`src/rtl/regfile_wb_arbiter_pkg.sv`:
```
// Shared types and sizes for the register-file writeback arbiter.
// Entries carry a destination register and its write data.
package regfile_wb_pkg;

    localparam int REG_ADDR_W = 5;
    localparam int DATA_W     = 32;
    localparam int NUM_REGS   = 32;

    typedef struct packed {
        logic [REG_ADDR_W-1:0] addr;
        logic [DATA_W-1:0]     data;
    } wb_entry_t;

    typedef enum logic {
        GRANT_ALU = 1'b0,
        GRANT_MEM = 1'b1
    } grant_t;

    function automatic logic [NUM_REGS-1:0] addr_onehot(input logic [REG_ADDR_W-1:0] addr);
        logic [NUM_REGS-1:0] oh;
        oh       = '0;
        oh[addr] = 1'b1;
        return oh;
    endfunction

endpackage

```
`src/rtl/regfile_wb_arbiter_if.sv`:
```
// Producer handshakes, register-file write port and pending-write mask.
// The arbiter is the slave; execute/memory stages and the register file form the master side.
interface regfile_wb_arbiter_if;
    import regfile_wb_pkg::*;

    logic                  alu_valid;
    logic                  alu_ready;
    logic [REG_ADDR_W-1:0] alu_addr;
    logic [DATA_W-1:0]     alu_data;

    logic                  mem_valid;
    logic                  mem_ready;
    logic [REG_ADDR_W-1:0] mem_addr;
    logic [DATA_W-1:0]     mem_data;

    logic [REG_ADDR_W-1:0] rf_aw;
    logic [DATA_W-1:0]     rf_dw;
    logic                  rf_wren;
    logic [NUM_REGS-1:0]   busy_mask;

    modport master (
        output alu_valid, alu_addr, alu_data,
        output mem_valid, mem_addr, mem_data,
        input  alu_ready, mem_ready,
        input  rf_aw, rf_dw, rf_wren, busy_mask
    );

    modport slave (
        input  alu_valid, alu_addr, alu_data,
        input  mem_valid, mem_addr, mem_data,
        output alu_ready, mem_ready,
        output rf_aw, rf_dw, rf_wren, busy_mask
    );

endinterface

```
`src/rtl/regfile_wb_arbiter_fifo.sv`:
```
// Per-producer writeback queue: shift-down FIFO, head always in slot 0.
// Slot addresses and occupancy are exported so the top can build the pending-write mask.
module wb_fifo
    import regfile_wb_pkg::*;
#(
    parameter int FIFO_DEPTH = 2
) (
    input  logic                                    clk,
    input  logic                                    reset,
    input  logic                                    push,
    input  wb_entry_t                               push_entry,
    input  logic                                    pop,
    output logic                                    full,
    output logic                                    empty,
    output wb_entry_t                               head,
    output logic [FIFO_DEPTH-1:0][REG_ADDR_W-1:0]   entry_addr,
    output logic [FIFO_DEPTH-1:0]                   entry_valid
);

    localparam int CNT_W = $clog2(FIFO_DEPTH + 1);

    logic [CNT_W-1:0]             cnt_q;
    logic [CNT_W-1:0]             wr_idx;
    wb_entry_t [FIFO_DEPTH-1:0]   slot_q;
    wb_entry_t [FIFO_DEPTH-1:0]   slot_shift;
    wb_entry_t [FIFO_DEPTH-1:0]   slot_d;

    assign full  = (cnt_q == CNT_W'(FIFO_DEPTH));
    assign empty = (cnt_q == '0);
    assign head  = slot_q[0];

    // A simultaneous pop frees slot 0, so the new entry lands one slot lower.
    assign wr_idx = pop ? (cnt_q - CNT_W'(1)) : cnt_q;

    always_comb begin
        slot_shift = slot_q;
        for (int i = 0; i < FIFO_DEPTH - 1; i++) begin
            slot_shift[i] = slot_q[i+1];
        end
    end

    always_comb begin
        slot_d = pop ? slot_shift : slot_q;
        for (int i = 0; i < FIFO_DEPTH; i++) begin
            if (push && (wr_idx == CNT_W'(i))) begin
                slot_d[i] = push_entry;
            end
        end
    end

    always_comb begin
        for (int i = 0; i < FIFO_DEPTH; i++) begin
            entry_addr[i]  = slot_q[i].addr;
            entry_valid[i] = (cnt_q > CNT_W'(i));
        end
    end

    always_ff @(posedge clk) begin
        if (reset) begin
            cnt_q <= '0;
        end else if (push && !pop) begin
            cnt_q <= cnt_q + CNT_W'(1);
        end else if (pop && !push) begin
            cnt_q <= cnt_q - CNT_W'(1);
        end
    end

    always_ff @(posedge clk) begin
        slot_q <= slot_d;
    end

endmodule

```
`src/rtl/regfile_wb_arbiter.sv`:
```
// Round-robin arbiter sharing the register file write port between ALU and load writeback.
// An arriving write with an empty queue bypasses straight to the output register.
module regfile_wb_arbiter
    import regfile_wb_pkg::*;
#(
    parameter int FIFO_DEPTH = 2
) (
    input  logic                 clk,
    input  logic                 reset,
    regfile_wb_arbiter_if.slave  bus
);

    logic                                   alu_full, alu_empty, mem_full, mem_empty;
    logic                                   alu_ready, mem_ready;
    logic                                   alu_in_vld, mem_in_vld;
    logic                                   alu_cand_vld, mem_cand_vld;
    logic                                   alu_push, mem_push, alu_pop, mem_pop;
    logic                                   grant_alu, grant_mem, conflict;
    wb_entry_t                              alu_in, mem_in, alu_head, mem_head;
    wb_entry_t                              alu_cand, mem_cand, win;
    logic [FIFO_DEPTH-1:0][REG_ADDR_W-1:0]  alu_addrs, mem_addrs;
    logic [FIFO_DEPTH-1:0]                  alu_vlds, mem_vlds;
    grant_t                                 last_grant_q;
    logic                                   vld_p1;
    wb_entry_t                              entry_p1;
    logic [NUM_REGS-1:0]                    busy;

    // ---- stage 0: handshake, candidate selection, arbitration ----
    assign alu_ready = !reset && !alu_full;
    assign mem_ready = !reset && !mem_full;

    // Address-0 writes complete the handshake but are never queued or issued.
    assign alu_in_vld = bus.alu_valid && alu_ready && (bus.alu_addr != '0);
    assign mem_in_vld = bus.mem_valid && mem_ready && (bus.mem_addr != '0);

    assign alu_in = '{addr: bus.alu_addr, data: bus.alu_data};
    assign mem_in = '{addr: bus.mem_addr, data: bus.mem_data};

    assign alu_cand_vld = !alu_empty || alu_in_vld;
    assign mem_cand_vld = !mem_empty || mem_in_vld;
    assign alu_cand     = alu_empty ? alu_in : alu_head;
    assign mem_cand     = mem_empty ? mem_in : mem_head;

    assign conflict  = alu_cand_vld && mem_cand_vld;
    assign grant_alu = alu_cand_vld && (!mem_cand_vld || (last_grant_q == GRANT_MEM));
    assign grant_mem = mem_cand_vld && !grant_alu;

    // Queued heads pop; a granted arrival into an empty queue bypasses it.
    assign alu_pop  = grant_alu && !alu_empty;
    assign mem_pop  = grant_mem && !mem_empty;
    assign alu_push = alu_in_vld && !(grant_alu && alu_empty);
    assign mem_push = mem_in_vld && !(grant_mem && mem_empty);

    always_comb begin
        win = '0;
        if (grant_alu) begin
            win = alu_cand;
        end else if (grant_mem) begin
            win = mem_cand;
        end
    end

    // Priority only rotates when both producers actually competed.
    always_ff @(posedge clk) begin
        if (reset) begin
            last_grant_q <= GRANT_ALU;
        end else if (conflict) begin
            last_grant_q <= grant_alu ? GRANT_ALU : GRANT_MEM;
        end
    end

    wb_fifo #(.FIFO_DEPTH(FIFO_DEPTH)) u_alu_fifo (
        .clk         (clk),
        .reset       (reset),
        .push        (alu_push),
        .push_entry  (alu_in),
        .pop         (alu_pop),
        .full        (alu_full),
        .empty       (alu_empty),
        .head        (alu_head),
        .entry_addr  (alu_addrs),
        .entry_valid (alu_vlds)
    );

    wb_fifo #(.FIFO_DEPTH(FIFO_DEPTH)) u_mem_fifo (
        .clk         (clk),
        .reset       (reset),
        .push        (mem_push),
        .push_entry  (mem_in),
        .pop         (mem_pop),
        .full        (mem_full),
        .empty       (mem_empty),
        .head        (mem_head),
        .entry_addr  (mem_addrs),
        .entry_valid (mem_vlds)
    );

    // ---- stage 1: registered write port ----
    always_ff @(posedge clk) begin
        if (reset) begin
            vld_p1   <= 1'b0;
            entry_p1 <= '0;
        end else begin
            vld_p1   <= grant_alu || grant_mem;
            entry_p1 <= win;
        end
    end

    always_comb begin
        busy = '0;
        for (int i = 0; i < FIFO_DEPTH; i++) begin
            if (alu_vlds[i]) busy = busy | addr_onehot(alu_addrs[i]);
            if (mem_vlds[i]) busy = busy | addr_onehot(mem_addrs[i]);
        end
        if (vld_p1) busy = busy | addr_onehot(entry_p1.addr);
    end

    assign bus.alu_ready = alu_ready;
    assign bus.mem_ready = mem_ready;
    assign bus.rf_aw     = entry_p1.addr;
    assign bus.rf_dw     = entry_p1.data;
    assign bus.rf_wren   = vld_p1;
    assign bus.busy_mask = busy;

endmodule
```
`src/flat_wrapper.sv`:
```
// flat-port wrapper written by rule: the top's interface ports become plain ports
module regfile_wb_arbiter_flat import regfile_wb_pkg::*;
#(
    parameter int FIFO_DEPTH = 2
)
  (clk, reset, bus_alu_valid, bus_alu_addr, bus_alu_data, bus_mem_valid, bus_mem_addr, bus_mem_data, bus_alu_ready, bus_mem_ready, bus_rf_aw, bus_rf_dw, bus_rf_wren, bus_busy_mask);
  regfile_wb_arbiter_if bus_i ();
  input  logic clk;
  input  logic reset;
  input wire logic [$bits(bus_i.alu_valid)-1:0] bus_alu_valid;
  input wire logic [$bits(bus_i.alu_addr)-1:0] bus_alu_addr;
  input wire logic [$bits(bus_i.alu_data)-1:0] bus_alu_data;
  input wire logic [$bits(bus_i.mem_valid)-1:0] bus_mem_valid;
  input wire logic [$bits(bus_i.mem_addr)-1:0] bus_mem_addr;
  input wire logic [$bits(bus_i.mem_data)-1:0] bus_mem_data;
  output wire logic [$bits(bus_i.alu_ready)-1:0] bus_alu_ready;
  output wire logic [$bits(bus_i.mem_ready)-1:0] bus_mem_ready;
  output wire logic [$bits(bus_i.rf_aw)-1:0] bus_rf_aw;
  output wire logic [$bits(bus_i.rf_dw)-1:0] bus_rf_dw;
  output wire logic [$bits(bus_i.rf_wren)-1:0] bus_rf_wren;
  output wire logic [$bits(bus_i.busy_mask)-1:0] bus_busy_mask;
  assign bus_i.alu_valid = bus_alu_valid;
  assign bus_i.alu_addr = bus_alu_addr;
  assign bus_i.alu_data = bus_alu_data;
  assign bus_i.mem_valid = bus_mem_valid;
  assign bus_i.mem_addr = bus_mem_addr;
  assign bus_i.mem_data = bus_mem_data;
  assign bus_alu_ready = bus_i.alu_ready;
  assign bus_mem_ready = bus_i.mem_ready;
  assign bus_rf_aw = bus_i.rf_aw;
  assign bus_rf_dw = bus_i.rf_dw;
  assign bus_rf_wren = bus_i.rf_wren;
  assign bus_busy_mask = bus_i.busy_mask;
  regfile_wb_arbiter #(.FIFO_DEPTH(FIFO_DEPTH)) u_core (.clk(clk), .reset(reset), .bus(bus_i));
endmodule
```
`config.mk`:
```
export PLATFORM = sky130hd
export DESIGN_NAME = regfile_wb_arbiter_flat
export DESIGN_NICKNAME = d
export VERILOG_FILES = /design/src/rtl/regfile_wb_arbiter_pkg.sv /design/src/rtl/regfile_wb_arbiter_if.sv /design/src/rtl/regfile_wb_arbiter_fifo.sv /design/src/rtl/regfile_wb_arbiter.sv /design/src/flat_wrapper.sv
export SDC_FILE = /design/constraint.sdc
export NUM_CORES = 1
export LEC_CHECK = 0
export BUFFER_PORTS_ARGS = -buffer_cell sky130_fd_sc_hd__buf_2
export CORE_MARGIN = 1
export CORE_UTILIZATION = 45
export CTS_CLUSTER_SIZE = 24
export DETAILED_ROUTE_END_ITERATION = 8
export PLACE_DENSITY = 0.66
export SLEW_MARGIN = 20
export SYNTH_ARGS = -nofsm -noshare
export SYNTH_HDL_FRONTEND = slang
export SYNTH_HIERARCHICAL = 1
export SYNTH_SLANG_ARGS = --single-unit
```
`constraint.sdc`:
```
create_clock -name clk -period 14.3 [get_ports clk]
set_input_delay 2.145 -clock clk [delete_from_list [all_inputs] [get_ports clk]]
set_output_delay 2.145 -clock clk [all_outputs]
set_load 0.005 [all_outputs]
```
======== Yosys cells after proc, flatten, opt, wreduce, memory -nomap -nowiden ========
Index checks and enable logic that the tools add are counted.
cells by class
  mux-type cells .......................... 32
  reduce and logical (&&, ||, !) cells .... 55
  bitwise operators ....................... 4
  add/subtract/negate cells ............... 4
  eq/ne operators ......................... 4
  $lt $le $gt $ge ......................... 14
operators by type and width
  kind                   number
  $mux W37               10
  $mux W32               5
  $or A32 B32 Y32        4
  $lt A5 B6 Y1 const B   5
  $logic_and A1 B1 Y1    28
  $demux W1 S5           5
  $ge A5 B1 Y1 const B   5
  $logic_not A1 Y1       13
  $mux W2                6
  $reduce_bool A5 Y1     2
  $gt A2 B1 Y1 const B   4
  $logic_not A2 Y1       4
  $reduce_bool A2 Y1     4
  $mux W1                6
  $add A2 B1 Y2 const B  2
  $eq A2 B1 Y1 const B   2
  $eq A2 B2 Y1 const B   2
  $logic_or A1 B1 Y1     4
  $sub A2 B1 Y2 const B  2
storage, ports and cells
  output and inout bits ................... 72
  bits in registers ....................... 191
  word-level logic and storage cells ...... 127

======== Longest topological paths before layout ========
Gate-level depths: netlist of run 1.
  depth after elaboration ................. 18
  gate-level depth with buffers ........... 13
  mapped depth without buffers ............ 11

======== Cells and area by module ========
The synthesis of run 1 kept the hierarchy.
modules (own cells, without submodules)
  module              instances  area each (µm²)  seq. area each (µm²)  cells an instance
  wb_fifo             2          3226.8           2262.2                185
  regfile_wb_arbiter  1          3981.3           780.7                 545

======== Least setup slack after synthesis of run 1 ========
No wires, ideal clock.
  path type ............................... input-to-reg
  from .................................... input port bus_mem_addr[1]
  to ...................................... register u_core.u_alu_fifo.slot_q, in the netlist u_core/u_alu_fifo/entry_addr[5] (enable)
  arrival ................................. 6.216 ns
  buffers on the path ..................... 2
  cell stages on the path ................. 8
  setup time .............................. 0.488 ns
  setup slack ............................. 7.596 ns
  path through ............................ or4_4 o211ai_2 nand2_2 buf_6 buf_6 nor2_1 nand3_1 a21boi_0
on the way
  longest elaborated chain between the ends .. 10
  elaborated cells between the ends (all ways) .. 13
  classes of those cells .................. 1 x eq/ne; 1 x mux; 11 x reduce/logical
RTL lines
  element                   line                           RTL
  from (decl)               flat_wrapper.sv:14             input wire logic [$bits(bus_i.mem_addr)-1:0] bus_mem_addr;
  $reduce_bool A5 Y1        regfile_wb_arbiter.sv:34       assign mem_in_vld = bus.mem_valid && mem_ready && (bus.mem_addr != '0);
  $logic_and A1 B1 Y1       regfile_wb_arbiter.sv:34
  $logic_or A1 B1 Y1        regfile_wb_arbiter.sv:40       assign mem_cand_vld = !mem_empty || mem_in_vld;
  $logic_not A1 Y1          regfile_wb_arbiter.sv:45       assign grant_alu = alu_cand_vld && (!mem_cand_vld || (last_grant_q == GRANT_MEM));
  $logic_or A1 B1 Y1        regfile_wb_arbiter.sv:45
  $logic_and A1 B1 Y1       regfile_wb_arbiter.sv:45
  $logic_and A1 B1 Y1       regfile_wb_arbiter.sv:49       assign alu_pop = grant_alu && !alu_empty;
  named net u_core.alu_pop  regfile_wb_arbiter.sv:17       logic alu_push, mem_push, alu_pop, mem_pop;
  $mux W2                   regfile_wb_arbiter_fifo.sv:33  assign wr_idx = pop ? (cnt_q - CNT_W'(1)) : cnt_q;
  $eq A2 B1 Y1              regfile_wb_arbiter_fifo.sv:45  if (push && (wr_idx == CNT_W'(i))) begin
  $logic_and A1 B1 Y1       regfile_wb_arbiter_fifo.sv:45
  to (signal assigned)      regfile_wb_arbiter_fifo.sv:69  slot_q <= slot_d;
  to (decl)                 regfile_wb_arbiter_fifo.sv:24  wb_entry_t [FIFO_DEPTH-1:0] slot_q;
The timed path passes the listed nets, and every way through them passes these cells.
A chain may end at the register's enable or synchronous reset.

======== Worst setup path after layout of run 1 ========
  from .................................... input port reset
  to ...................................... output port bus_alu_ready
on the way
  longest elaborated chain between the ends .. 2
RTL lines
  element              line                      RTL
  from (decl)          flat_wrapper.sv:9         input logic reset;
  $logic_not A1 Y1     regfile_wb_arbiter.sv:29  assign alu_ready = !reset && !alu_full;
  $logic_and A1 B1 Y1  regfile_wb_arbiter.sv:29
  to (decl)            flat_wrapper.sv:16        output wire logic [$bits(bus_i.alu_ready)-1:0] bus_alu_ready;
Every way passes these cells.

==> results of run 1 <==
-- kinds of logic (layout without fill, tap and decap cells) --
logic type	Yosys count	in the layout	synth area share (%)
and+or+nand+nor	224	224	12.0
buffers and inverters	189	241	11.1
xor gates and xnor gates	4	4	0.336
DFF	191	191	50.8
adders and majority gates	8	8	0.959
muxes	77	77	8.29
AOI/OAI and AO/OA	222	222	16.5
-- sequential cells by signal (all words and copies together), names as in the netlist, 5 cells and up --
name and count:
u_core/u_alu_fifo/head 32, u_core/bus.rf_dw 32, u_core/u_mem_fifo/entry_addr 10, u_core/u_mem_fifo/slot_q 32, u_core/u_mem_fifo/head 32, u_core/u_alu_fifo/entry_addr 10, u_core/u_alu_fifo/slot_q 32, u_core/bus.rf_aw 5
-- path summary, 6_finish.rpt --
check / cells after the start / startpoint / slack (ns) / to
min: 1 / u_core/u_mem_fifo/slot_q[54] / 0.53 / u_core/u_mem_fifo/head[17]
max reg2reg: 9 / u_core/u_mem_fifo/cnt_q[0] / 10.09 / u_core/u_alu_fifo/head[27]
max: 5 / reset / 8.85 / bus_alu_ready
min reg2reg: 1 / u_core/u_mem_fifo/slot_q[54] / 0.53 / u_core/u_mem_fifo/head[17]
-- area by class of cell --
cell class,count,area (µm²)
Clock buffer,18,439
Clock inverter,14,141
Fill cell,2059,11400
Inverter,49,184
Multi-Input combinational cell,535,4030
Sequential cell,191,5310
Tap cell,285,357
Timing Repair Buffer,160,828
-- critical path: cells and delay by family --
family	cells	cell delay [ns]
buf+inv	4	1.06
simple gates	1	0.08
-- through the flow --
stage / cell area, µm² / hold slack, ns / util [%] / total power [µW] / setup WS, ns
5_1_grt: 11300 / 0.536 / 49.7 / 2170 / 8.75
6_report: 11300 / 0.525 / 49.7 / 2060 / 8.85
3_5_place_dp: 10700 / 0.513 / 47.1 / 1600 / 8.64
2_1_floorplan: 10400 / 0.501 / - / 1510 / 7.60
4_1_cts: 11300 / 0.529 / 49.7 / 2070 / 8.83
3_3_place_gp: 10700 / 0.502 / 47.1 / 1600 / 8.72
-- metal layers --
| metal | global-route usage (%) | vias to the layer above | routed length [µm] |
|---|---|---|---|
| met3 | 4.12 | 37 | 1480 |
| li1 | - | 3467 | - |
| met4 | 7.26 | 0 | 482 |
| met5 | 0 | - | 0 |
| met2 | 36.0 | 260 | 12000 |
| met1 | 29.8 | 3542 | 12000 |
-- cell usage in the layout, fill, tap and decap left out, types with 3 or more instances in the layout --
master	Yosys	final
a211oi_1	32	32
o2bb2ai_1	4	4
mux2_1	38	38
nand3b_1	22	22
mux2_2	37	37
a21boi_4	0	4
edfxtp_1	148	148
and3_1	8	8
or3b_2	6	6
o221ai_1	16	16
o21bai_1	32	32
clkinv_1	0	4
ha_1	8	7
clkbuf_16	0	17
nor3_1	5	5
or2_2	5	5
nand2_1	26	26
o32ai_1	37	37
a22oi_1	63	63
buf_4	99	11
nor3b_1	20	20
nand2b_1	4	4
dfxtp_1	43	43
buf_2	4	149
clkinvlp_4	0	3
inv_1	49	48
nand3_1	31	31
nor2b_1	32	32
o22ai_1	16	16
nor2_1	53	53
a21oi_1	7	7
-- power by group --
part	internal [µW]	total, µW	switching (µW)
registers	819	925	106
logic	254	668	414
clock network	262	466	204
total	1340	2060	724
==> results.py, run 1 <==
metrics = {
    "global_route": {
        "overflow": 0,
        "track_usage_pct": 22.1,
        "grt_pass1_wl_um": 40500,
        "grt_max_degree": 49,
        "antenna_found_initial": 1,
        "grt_pass1_vias": 7035,
    },
    "clocking": {
        "cts-hold-fix-buffers": 0,
        "htree_levels": 4,
        "clock_latency_ns": 0.43,
        "clkSlewWorstSetupHoldPaths_ns": 0.07,
        "cts_root_buffer": "clkbuf_16",
        "cts_tree": "yes",
        "cts_buffer_depth": 2,
        "cts_resized": 0,
        "post-cts-setup-buffers": 0,
        "numCtsBuffers": 17,
        "clock_sinks": 191,
    },
    "placed_design": {
        "portBuffers": 149,
        "dpl.hpwl_um": 18100,
        "numPlacedInstances": 1220,
        "gp_congestion": 0.973,
    },
    "logic_synthesis": {
        "synth_edf_count": 148,
        "syn-num-nets": 1001,
        "syn_area_um2": 10400,
        "synthTopCellsByArea": "edfxtp_1 (43%), dfxtp_1 (8.2%), buf_4 (7.1%), a22oi_1 (4.5%), mux2_1 (4.1%)",
        "syn_avg_cell_area_um2": 11.4,
        "synth_top_area_share_pct": 42.6,
        "synth_most_common_cell": "edfxtp_1",
        "synth_cell_types": 52,
        "synth_flop_cell": "edfxtp_1",
        "ys_ff_latch": 191,
        "async_flop_share_pct": 0,
        "yosysTopAreaCell": "edfxtp_1",
        "ys_seq_area_share_pct": 50.8,
        "netlist_instances": 915,
        "yosysWarnings": 6,
        "ys_top_cells_by_count": "edfxtp_1 (148), buf_4 (99), a22oi_1 (63)",
    },
    "final_layout": {
        "instances_no_fill": 1252,
        "final_nets": 1040,
        "diodes": 0,
        "drive_above_1_share_pct": 25.7,
        "areaGrowthSynthToFinish_pct": 8.12,
    },
    "drt": {
        "ant_nets": 0,
        "post_drt_wl_per_cell_um": 20.7,
        "vias": 7306,
        "drc": 0,
        "firstDrtPassIters": 7,
        "drt_iter0_markers": 536,
        "drt-total-wl_um": 26000,
        "drt-vias-per-instance": 5.84,
    },
    "critical_path": {
        "worstSetupPathType": "input port to primary output",
        "critPathMaxStageDelay_ns": 0.49,
        "crit_arrival_ns": 3.30,
        "critPathLaunchType": "input port",
        "slowest_stage": "buf_4",
        "critPathCaptureType": "primary output",
        "worst_ep_required_time_ns": 12.15,
        "crit_chain": "buf_2 -> buf_4 -> buf_4 -> nor2_1 -> buf_2",
        "cp_max_fo": 48,
    },
    "sta": {
        "fin_crit_sh_pct": 38.1,
        "worstMarginPinSlew_ns": 1.07,
        "maxSlewHeadroom_pct": 28.2,
        "finalSetupViolations": 0,
        "tns_ns": 0,
        "drv_slew": 0,
        "grt_setup_unrepaired": "no",
        "finClkSkew_ns": 0.00680,
        "final.min_clock_period_ns": 5.45,
        "timing.fmax_mhz": 183,
        "hold_violations": 0,
    },
    "min_path": {
        "min_path_type": "flop to flop",
    },
    "floorplanning": {
        "core_area_um2": 22700,
        "io_pins": 150,
        "fp.dieH_um": 154,
        "dieArea_um2": 23800,
        "num_rows": 55,
        "die_width_um": 154,
        "initial_utilization_pct": 46.0,
    },
    "flow_run": {
        "maxCapViolCount": 0,
    },
    "status": {
        "status": "finished clean",
    },
    "pwr": {
        "cellPowerDensity_nw_per_um2": 183,
        "leakagePower_uw": 0.00417,
        "max-vdd-ir-drop_mv": 0.173,
    },
}
Note: power is estimated with default switching activity, not from simulation.
==> inputs of run 2 (changes only) <==
PLACE_DENSITY = 0.69   (was 0.66)
clock period = 4.7 ns   (was 14.3 ns; I/O delays follow)
==> results.py, run 2 (synthesized netlist as in run 1, its figures left out) <==
metrics = {
    "clocking": {
        "cts_buffer_depth": 2,
        "cts_root_buffer": "clkbuf_16",
        "htree_levels": 4,
        "clkSlewWorstSetupHoldPaths_ns": 0.08,
        "cts-hold-fix-buffers": 0,
        "numCtsBuffers": 17,
        "cts_tree": "yes",
        "clock_sinks": 191,
        "clock_latency_ns": 0.44,
        "post-cts-setup-buffers": 0,
        "cts_resized": 0,
    },
    "final_layout": {
        "areaGrowthSynthToFinish_pct": 8.84,
        "instances_no_fill": 1258,
        "final_nets": 1043,
        "drive_above_1_share_pct": 26.2,
        "final_common_cell": "buf_2",
        "final_cell_mix": "buf_2 (149), edfxtp_1 (148), a22oi_1 (63)",
    },
    "critical_path": {
        "worstSetupPathType": "flop to flop",
        "cp_max_fo": 26,
        "worst_ep_required_time_ns": 4.83,
        "critPathLaunchType": "flop",
        "critPathCaptureType": "flop",
        "crit_arrival_ns": 3.75,
    },
    "pwr": {
        "max-vdd-ir-drop_mv": 0.290,
        "cellPowerDensity_nw_per_um2": 559,
        "leakagePower_uw": 0.00421,
    },
    "drt": {
        "drt-vias-per-instance": 6.01,
        "vias": 7565,
        "ant_nets": 0,
        "post_drt_wl_per_cell_um": 21.1,
        "drt_iter0_markers": 809,
        "firstDrtPassIters": 5,
        "drt-total-wl_um": 26500,
        "drc": 0,
    },
    "sta": {
        "grt_setup_unrepaired": "no",
        "fin_crit_sh_pct": 76.8,
        "tns_ns": 0,
        "hold_violations": 0,
        "finClkSkew_ns": 0.0104,
        "maxSlewHeadroom_pct": 24.6,
        "worstMarginPinSlew_ns": 1.12,
        "final.min_clock_period_ns": 3.61,
        "drv_slew": 0,
        "finalSetupViolations": 0,
        "timing.fmax_mhz": 277,
    },
    "placed_design": {
        "dpl.hpwl_um": 18100,
        "numPlacedInstances": 1223,
        "portBuffers": 149,
        "gp_congestion": 0.954,
    },
    "global_route": {
        "overflow": 0,
        "grt_pass1_vias": 7287,
        "track_usage_pct": 22.4,
        "grt_pass1_wl_um": 40900,
        "antenna_found_initial": 2,
        "grt_max_degree": 86,
    },
    "flow_run": {
        "maxCapViolCount": 0,
    },
    "floorplanning": {
        "core_area_um2": 22700,
        "initial_utilization_pct": 46.0,
        "num_rows": 55,
        "io_pins": 150,
        "fp.dieH_um": 154,
        "die_width_um": 154,
        "dieArea_um2": 23800,
    },
    "status": {
        "status": "finished clean",
    },
    "min_path": {
        "min_path_type": "input port to flop",
    },
}
==> run 2: layer usage <==
layer  track usage, %  vias to the layer above  wire length, µm
li1                 -                     3481                -
met1             30.2                     3720            11600
met3             3.64                       48             1510
met4             9.76                        0              763
met5                0                        -                0
met2             35.6                      316            12600
==> run 2: worst max-delay path, cell delays in order, from the launching register on <==
cell	delay, ns
dfxtp_1	0.42
inv_1	0.11
ha_1	0.24
or3b_2	0.49
a21oi_1	0.23
o21ai_0	0.15
and2_1	0.22
or3_1	0.36
a21boi_4	0.42
or2_2	0.42
buf_12	0.24
==> run 2: layout make-up <==
cell class / instances / area [µm²]
antenna: 3 / 7.51
clock buffer: 18 / 429
clock inverter: 14 / 146
fill: 2065 / 11400
inverter: 49 / 184
multi-input combinational: 535 / 4030
sequential: 191 / 5310
tap: 285 / 357
timing repair buffer: 163 / 901
==> run 2: where the power goes <==
group / switching (µW) / internal (µW) / leakage [µW]
combinational: 1300 / 830 / 0.00221
sequential: 305 / 2480 / 0.00172
clock: 682 / 753 / 0.000282
==> run 2: through the flow <==
stage | util, % | cell area (µm²) | worst slack, ns | hold WS (ns) | power [µW]
finish | 50.0 | 11400 | 1.09 | 0.466 | 6350
global route | 50.0 | 11400 | 0.812 | 0.454 | 6670
CTS | 50.0 | 11300 | 1.10 | 0.450 | 6380
detailed placement | 47.4 | 10800 | 0.896 | 0.513 | 4940
global placement | 47.4 | 10800 | 0.912 | 0.503 | 4900
floorplan | - | 10400 | 0.411 | 0.501 | 4580
==> run 2: final timing paths <==
path                                     start  slack [ns]                      endpoint  cells after the start
setup / recovery    u_core/u_alu_fifo/cnt_q[0]        1.09    u_core/u_mem_fifo/head[19]                     10
hold reg to reg   u_core/u_mem_fifo/slot_q[52]        0.53    u_core/u_mem_fifo/head[15]                      1
hold / removal                bus_alu_data[28]        0.47  u_core/u_alu_fifo/slot_q[65]                      1
setup reg to reg    u_core/u_alu_fifo/cnt_q[0]        1.09    u_core/u_mem_fifo/head[19]                     10
==> inputs of run 3 (changes only) <==
PLACE_DENSITY = 0.66   (was 0.69)
clock period = 3.69 ns   (was 4.7 ns; I/O delays follow)
==> results.py, run 3 (synthesized netlist as in run 1, its figures left out) <==
metrics = {
    "final_layout": {
        "nFillCells": 2065,
        "final_common_cell": "buf_2",
        "fin_area_um2": 11400,
        "final_cell_mix": "buf_2 (149), edfxtp_1 (148), a22oi_1 (63)",
        "final_nets": 1056,
        "multi_input_area_um2": 4030,
        "areaGrowthSynthToFinish_pct": 9.62,
        "instances_no_fill": 1269,
        "final-seq-area_um2": 5310,
        "drive_above_1_share_pct": 26.8,
    },
    "clocking": {
        "numCtsBuffers": 17,
        "clkSlewWorstSetupHoldPaths_ns": 0.07,
        "post-cts-setup-buffers": 0,
        "cts_resized": 0,
        "clock_sinks": 191,
        "cts_buffer_depth": 2,
        "clock_latency_ns": 0.43,
        "htree_levels": 4,
        "cts_tree": "yes",
        "cts-hold-fix-buffers": 0,
        "cts_root_buffer": "clkbuf_16",
    },
    "pwr": {
        "leakagePower_uw": 0.00428,
        "cellPowerDensity_nw_per_um2": 710,
        "max-vdd-ir-drop_mv": 0.417,
    },
    "floorplanning": {
        "fp.dieH_um": 154,
        "initial_utilization_pct": 46.0,
        "core_area_um2": 22700,
        "die_width_um": 154,
        "dieArea_um2": 23800,
        "io_pins": 150,
        "num_rows": 55,
    },
    "critical_path": {
        "cp_max_fo": 27,
        "worst_ep_required_time_ns": 3.14,
        "crit_start": "u_core/u_mem_fifo/cnt_q[0]",
        "critPathLaunchType": "flop",
        "crit_arrival_ns": 2.82,
        "critPathCaptureType": "primary output",
        "r2r-start": "u_core/u_alu_fifo/cnt_q[0]",
        "worstSetupPathType": "flop to primary output",
    },
    "placed_design": {
        "postPlaceCellArea_um2": 10900,
        "dpl.hpwl_um": 18600,
        "pre_cts_slack_ns": 0.413,
        "portBuffers": 149,
        "gp_congestion": 0.960,
        "numPlacedInstances": 1236,
    },
    "global_route": {
        "grt_pass1_wl_um": 41300,
        "overflow": 0,
        "top_usage_layer": "met2",
        "track_usage_pct": 22.7,
        "met3_usage_pct": 3.56,
        "antenna_found_initial": 0,
        "grt_pass1_vias": 7385,
        "gr-usage-met2_pct": 37.9,
        "use_met1_pct": 30.1,
        "grt_max_degree": 42,
    },
    "sta": {
        "hold_violations": 0,
        "holdWs_ns": 0.325,
        "tns_ns": 0,
        "worstMarginPinSlew_ns": 0.988,
        "setup_slack_ns": 0.313,
        "timing.fmax_mhz": 296,
        "maxSlewHeadroom_pct": 34.1,
        "finalSetupViolations": 0,
        "finClkSkew_ns": 0.0102,
        "drv_slew": 0,
        "grt_setup_unrepaired": "no",
        "final.min_clock_period_ns": 3.38,
        "fin_crit_sh_pct": 91.5,
    },
    "drt": {
        "drt_iter0_markers": 679,
        "vias": 7494,
        "ant_nets": 0,
        "firstDrtPassIters": 5,
        "drc": 0,
        "post_drt_wl_per_cell_um": 21.0,
        "drt-total-wl_um": 26700,
        "drt-vias-per-instance": 5.91,
    },
    "min_path": {
        "min_path_type": "input port to flop",
        "min_from": "bus_alu_data[11]",
    },
    "status": {
        "status": "finished clean",
    },
    "flow_run": {
        "maxCapViolCount": 0,
    },
}
[run 3: cell types whose count changed in the layout (fill, tap and decap cells not counted)]
cell / previous run / this run
inv_1: 48 / 49
bufinv_16: 1 / 2
inv_8: 3 / 0
diode_2: 3 / 1
clkinv_2: 1 / 4
clkinv_4: 2 / 0
clkinvlp_4: 1 / 0
clkbuf_8: 0 / 1
clkbuf_1: 1 / 4
inv_6: 6 / 3
buf_4: 10 / 23
[run 3: worst max-delay path, cell delays in order, from the launching register on]
cell	delay, ns
dfxtp_1	0.43
inv_1	0.11
ha_2	0.34
buf_12	0.23
inv_1	0.23
or3b_2	0.53
o22ai_1	0.18
nor2_1	0.10
o221ai_1	0.09
buf_2	0.16
[run 3: layout make-up]
type,instances,area share [%]
diodes,1,0.0219
clock buffers,22,3.97
clock inverters,10,0.963
inverters,49,1.61
multi-input cells,535,35.2
flip-flops and latches,191,46.4
well taps,285,3.12
repair buffers,176,8.73
[run 3: report_power, final]
part	leakage (µW)	switching (µW)	internal [µW]
clock network	0.000280	779	1020
registers	0.00172	398	3160
logic	0.00228	1660	1110
total	0.00428	2830	5290
[run 3: routing by layer]
layer | vias to the layer above | part of all wire [%] | routed length, µm
li1 | 3497 | - | -
met1 | 3658 | 43 | 11600
met2 | 301 | 48 | 12900
met3 | 38 | 6.4 | 1710
met4 | 0 | 2.0 | 539
met5 | - | 0 | 0
[run 3: worst paths after layout]
check / cells past startpoint / end / slack (ns)
max: 9 / bus_busy_mask[24] / 0.31
min: 1 / u_core/u_alu_fifo/slot_q[48] / 0.32
max reg2reg: 10 / u_core/u_mem_fifo/head[0] / 0.45
min reg2reg: 1 / u_core/u_mem_fifo/head[10] / 0.52
[run 3: metrics by stage]
step / utilization (%) / total power [µW]
after floorplan: - / 5830
after global placement: 47.9 / 6310
after detailed placement: 47.9 / 6360
after CTS: 50.4 / 8180
after global routing: 50.4 / 8570
final: 50.4 / 8130
